[config.mk]
export PLATFORM = sky130hd
export DESIGN_NAME = hs_mem_spram_asyncrd_be
export DESIGN_NICKNAME = d
export VERILOG_FILES = /design/src/rtl/hs_mem_spram_asyncrd_be.sv
export SDC_FILE = /design/constraint.sdc
export NUM_CORES = 1
export LEC_CHECK = 0
export ABC_CLOCK_PERIOD_IN_PS = 3000
export BUFFER_PORTS_ARGS = -buffer_cell sky130_fd_sc_hd__buf_2
export CORE_MARGIN = 3
export CORE_UTILIZATION = 30
export DETAILED_ROUTE_END_ITERATION = 12
export GPL_TIMING_DRIVEN = 0
export PLACE_DENSITY = 0.56
export SYNTH_ARGS = -nofsm -noshare
export SYNTH_HDL_FRONTEND = slang
export SYNTH_SLANG_ARGS = --single-unit
[constraint.sdc]
create_clock -name clk -period 3 [get_ports clk]
set_clock_uncertainty 0.15 [all_clocks]
set_input_delay 0.9 -clock clk [delete_from_list [all_inputs] [get_ports clk]]
set_output_delay 0.9 -clock clk [all_outputs]
set_load 0.005 [all_outputs]
[src/rtl/hs_mem_spram_asyncrd_be.sv]
// hs_mem_spram_asyncrd_be
//   Single-port RAM with asynchronous (combinational) read, per-byte write
//   enables and a self-timed clear sweep that writes INIT_VALUE to every
//   physical location after reset or on request.
//
// Ports
//   clk        : clock, all state updates on the rising edge
//   rst_n      : asynchronous active-low reset (restarts the clear sweep)
//   addr       : shared read/write address
//   wdata      : write data
//   wen        : write enable
//   be         : byte enables, bit i covers wdata[8i+7:8i] (top lane may be partial)
//   clr_req    : single-cycle request to start a clear sweep (ignored while sweeping)
//   rdata      : combinational read data (INIT_VALUE while sweeping)
//   init_busy  : a clear sweep is in progress
//   wr_drop    : registered one-cycle pulse when a write was discarded during a sweep
module hs_mem_spram_asyncrd_be #(
  parameter int unsigned           DATA_WIDTH = 8,
  parameter int unsigned           DATA_DEPTH = 16,
  parameter logic [DATA_WIDTH-1:0] INIT_VALUE = '0,
  parameter bit                    WRITE_THRU = 1'b0,
  localparam int unsigned ADDR_WIDTH = (DATA_DEPTH > 1) ? $clog2(DATA_DEPTH) : 1,
  localparam int unsigned BE_WIDTH   = (DATA_WIDTH + 7) / 8,
  localparam int unsigned DEPTH_REAL = 1 << $clog2(DATA_DEPTH)
) (
  input  logic                  clk,
  input  logic                  rst_n,
  input  logic [ADDR_WIDTH-1:0] addr,
  input  logic [DATA_WIDTH-1:0] wdata,
  input  logic                  wen,
  input  logic [BE_WIDTH-1:0]   be,
  input  logic                  clr_req,
  output logic [DATA_WIDTH-1:0] rdata,
  output logic                  init_busy,
  output logic                  wr_drop
);

  localparam logic [ADDR_WIDTH-1:0] PTR_LAST = ADDR_WIDTH'(DEPTH_REAL - 1);

  typedef enum logic {
    ST_INIT  = 1'b0,
    ST_READY = 1'b1
  } state_t;

  state_t                  state_q, state_d;
  logic [ADDR_WIDTH-1:0]   ptr_q, ptr_d;
  logic                    wr_drop_q, wr_drop_d;

  logic [DATA_WIDTH-1:0]   ram_q [DEPTH_REAL];

  logic [DATA_WIDTH-1:0]   be_mask;
  logic [DATA_WIDTH-1:0]   rd_word;
  logic [DATA_WIDTH-1:0]   merged_word;
  logic                    wr_active;

  logic                    mem_we;
  logic [ADDR_WIDTH-1:0]   mem_addr;
  logic [DATA_WIDTH-1:0]   mem_wdata;

  // Expand byte enables to a per-bit mask; the top lane covers only the
  // remaining bits when DATA_WIDTH is not a multiple of 8.
  for (genvar i = 0; i < DATA_WIDTH; i++) begin : g_mask
    assign be_mask[i] = be[i / 8];
  end

  assign rd_word     = ram_q[addr];
  assign merged_word = (rd_word & ~be_mask) | (wdata & be_mask);
  assign wr_active   = wen & (|be);

  // Storage write port: the sweep owns the port in INIT, the user in READY.
  // While rst_n is low the FSM sits in INIT with ptr=0, so location 0 keeps
  // being written with INIT_VALUE; it is the first address re-cleared by the
  // sweep that follows anyway.
  always_comb begin
    mem_we    = 1'b0;
    mem_addr  = addr;
    mem_wdata = merged_word;
    if (state_q == ST_INIT) begin
      mem_we    = 1'b1;
      mem_addr  = ptr_q;
      mem_wdata = INIT_VALUE;
    end else begin
      mem_we    = wr_active;
    end
  end

  // No reset on the array itself.
  always_ff @(posedge clk) begin
    if (mem_we) begin
      ram_q[mem_addr] <= mem_wdata;
    end
  end

  // Control FSM next-state logic.
  always_comb begin
    state_d   = state_q;
    ptr_d     = ptr_q;
    wr_drop_d = 1'b0;
    unique case (state_q)
      ST_INIT: begin
        // clr_req is deliberately not looked at here: no restart, no extension.
        wr_drop_d = wr_active;
        if (ptr_q == PTR_LAST) begin
          state_d = ST_READY;
          ptr_d   = '0;
        end else begin
          ptr_d   = ptr_q + 1'b1;
        end
      end
      ST_READY: begin
        // Any write in this cycle goes through the storage port above first.
        if (clr_req) begin
          state_d = ST_INIT;
          ptr_d   = '0;
        end
      end
      default: begin
        state_d = ST_INIT;
        ptr_d   = '0;
      end
    endcase
  end

  always_ff @(posedge clk or negedge rst_n) begin
    if (!rst_n) begin
      state_q   <= ST_INIT;
      ptr_q     <= '0;
      wr_drop_q <= 1'b0;
    end else begin
      state_q   <= state_d;
      ptr_q     <= ptr_d;
      wr_drop_q <= wr_drop_d;
    end
  end

  assign init_busy = (state_q == ST_INIT);
  assign wr_drop   = wr_drop_q;

  always_comb begin
    rdata = rd_word;
    if (state_q == ST_INIT) begin
      rdata = INIT_VALUE;
    end else if (WRITE_THRU && wen) begin
      // With be=0 the merged word equals the stored word, so wen alone suffices.
      rdata = merged_word;
    end
  end

endmodule

==> results by group <==
Power and ir drop
  – VDD IR-drop max: 451 uV
  – Pwr dens: 820 nW/um^2
  – Leakage Power: 2.36 nW
  – Total power: 5.64 mW

Critical path
  – WS Path Type: primary input to output port
  – Endpoint class of the critical path: output port
  – Worst Path Arrival: 2.26 ns
  – CP startpoint kind: primary input
  – Worst Path Max Fanout: 8
  – Critical Path RT: 1.95 ns

Synth
  – Flops & latches, synth: 134
  – Syn Std Cell Area: 5520 um^2
  – Syn nets: 336
  – Synth cell types: 35
  – Syn_area_per_cell: 17.4 um^2
  – Synth Warn #: 0
  – Post-synthesis sequential area ratio: 72.3%
  – Syn Inst Count: 318

Routing
  – DR iter-0 viols: 374
  – DR vias: 3191
  – DR WL/cell: 21.0 um
  – Final WL: 12900 um
  – Vias per cell: 5.20
  – Antenna viol nets, final: 0
  – First-pass DRT Iterations: 4
  – DRC violations left: 0

Floorplan
  – Starting Density: 31.3%
  – Row cnt: 48
  – Die height: 142 um
  – # IOs: 27
  – Core Area: 17700 um^2
  – Chip width: 142 um
  – Die area: 20100 um^2

Run status
  – Failing checks: negative setup slack
  – Status: complete, but fails checks

Clocking
  – CTS max path bufs: 2
  – Clock slew at reported path FFs: 0.05 ns
  – Worst skew pair latency: 0.41 ns
  – Sink Count: 134
  – CTS tree: yes
  – Root Driver: clkbuf_16
  – CTS buffer count: 17
  – H-tree depth: 4

Placed design
  – Post-DP HPWL: 8190 um
  – Port buffer count: 23
  – Routability cong.: 0.852

Final layout
  – Area growth syn-to-layout: 24.7%
  – Most frequent cells in the layout: edfxtp_1 (128), mux2i_1 (31), buf_2 (24)
  – Layout cells sized above 1: 36.2%
  – Final net count: 394
  – Most common cell after layout, fill and taps aside: edfxtp_1
  – Core Util, Final: 39.0%
  – Antenna diodes: 0

Global routing
  – Largest net degree at the start of global routing: 17
  – Vias in the first global route: 3315
  – Initial antenna violation count: 0
  – Met1 Resource Use GR: 17.4%
  – Met3 usage: 3.67%
  – Global Route Usage Sum: 13.3%
  – Global-route wire length before repair: 19500 um
  – GRT busiest layer: met2
  – Grt total ovfl: 0
  – Met2 Use GR: 20.7%

STA
  – Relative slew slack: 34.4%
  – Final setup vio count: 8
  – Worst Max-Slew Pin Slew: 0.981 ns
  – Post-layout min period: 3.31 ns
  – Period utilization: 110%
  – Fmax: 302 MHz
  – Final WS setup: -0.315 ns
  – RSZ-0062 raised after global routing: yes
  – Worst hold margin: 0.160 ns
  – Final hold vios: 0
  – Final Slew Violations: 0

Min path
  – Worst Hold Class: primary input to asynchronous set/reset pin

Run
  – Max-cap check violation count: 0
==> critical path, cell delays in order <==
cell and delay, ns:
buf_12 0.11, buf_12 0.14, buf_12 0.13, mux2i_2 0.15, a221oi_2 0.30, o21ai_2 0.16, a21oi_2 0.21, buf_2 0.15
==> worst paths after layout <==
kind / from / end / slack (ns) / cells after the start
setup / recovery: addr[0] / rdata[5] / -0.31 / 8
hold / removal: rst_n / ptr_q[1] / 0.16 / 1
setup reg to reg: state_q / ram_q[13][4] / 0.42 / 4
hold reg to reg: ptr_q[2] / ptr_q[2] / 0.44 / 1
max in group asynchronous: rst_n / ptr_q[3] / 2.40 / 1
min in group clk: ptr_q[2] / ptr_q[2] / 0.44 / 1
==> layer usage <==
| metal | wire, um | up-vias |
|---|---|---|
| li1 | - | 1410 |
| met1 | 5730 | 1632 |
| met4 | 258 | 0 |
| met2 | 6100 | 128 |
| met3 | 807 | 21 |
| met5 | 0 | - |
==> registers in the layout, indices dropped and copies added, names as in the netlist <==
| name | count |
|---|---|
| ptr_q | 4 |
| wr_drop | 1 |
| ram_q | 128 |
| state_q | 1 |
==> what timing repair did <==
item                                    CTS  global route
setup buffers                            10             7
hold buffers                              0             0
gates resized for setup                  57            14
pin swaps                                15            11
gates cloned                              1             1
endpoints found under the setup margin   88            24
hold endpoints to repair                  0             0
==> power breakdown <==
group | switching (mW) | internal [mW] | leakage (nW) | total (mW)
logic | 0.722 | 0.336 | 0.823 | 1.06
registers | 0.112 | 2.53 | 1.27 | 2.64
clock network | 0.739 | 1.21 | 0.265 | 1.95
==> stage by stage <==
| stage | instance area, um^2 | std cells | TNS [ns] | worst slack, ns |
|---|---|---|---|---|
| 2_1_floorplan | 5520 | 318 | 0 | 0.0425 |
| 3_3_place_gp | 5920 | 566 | -91.08 | -0.800 |
| 3_5_place_dp | 5940 | 566 | -78.24 | -0.873 |
| 4_1_cts | 6800 | 608 | -1.88 | -0.290 |
| 5_1_grt | 6890 | 614 | -2.73 | -0.374 |
| 6_report | 6890 | 614 | -2.10 | -0.315 |
==> final cells by class <==
cell class                 count  area (um^2)
fill                        1625        10800
sequential                   134         3990
multi-input combinational    162         1600
clock buffer                  17          425
tap                          225          282
timing repair buffer          39          255
buffer                        15          165
clock inverter                15          139
inverter                       7         30.0
==> logic make-up (layout without fill, tap and decap cells) <==
group,Yosys count,count (layout),share of synthesized area (%)
flip-flops,134,134,72.3
AO/OA/AOI/OAI,71,71,8.50
multiplexers,50,50,13.3
AND/OR/NAND/NOR,39,40,3.06
buffers and inverters,23,93,2.65
adder cells (fa/ha/maj),1,1,0.227
==> synthesized netlist by cell type, drive strengths merged <==
cell / number / area share, %
edfxtp: 128 / 70
nand2b: 2 / 0.23
o22a: 1 / 0.16
mux4: 16 / 7.1
o31ai: 1 / 0.14
a221oi: 16 / 2.8
nor2b: 3 / 0.39
buf: 11 / 1.8
mux2i: 33 / 6.0
nor2: 21 / 1.5
nand3: 1 / 0.091
o32a: 1 / 0.18
dfrtp: 6 / 2.7
ha: 1 / 0.23
and2: 1 / 0.11
o22ai: 2 / 0.23
nand2: 10 / 0.68
a31oi: 8 / 0.91
mux2: 1 / 0.20
o2bb2ai: 3 / 0.48
o21ai: 27 / 2.4
a22oi: 1 / 0.14
a21oi: 10 / 0.91
nor3: 1 / 0.091
inv: 7 / 0.48
clkbuf: 5 / 0.34
a22o: 1 / 0.16
No activity file was read; power rests on OpenSTA's default activity.
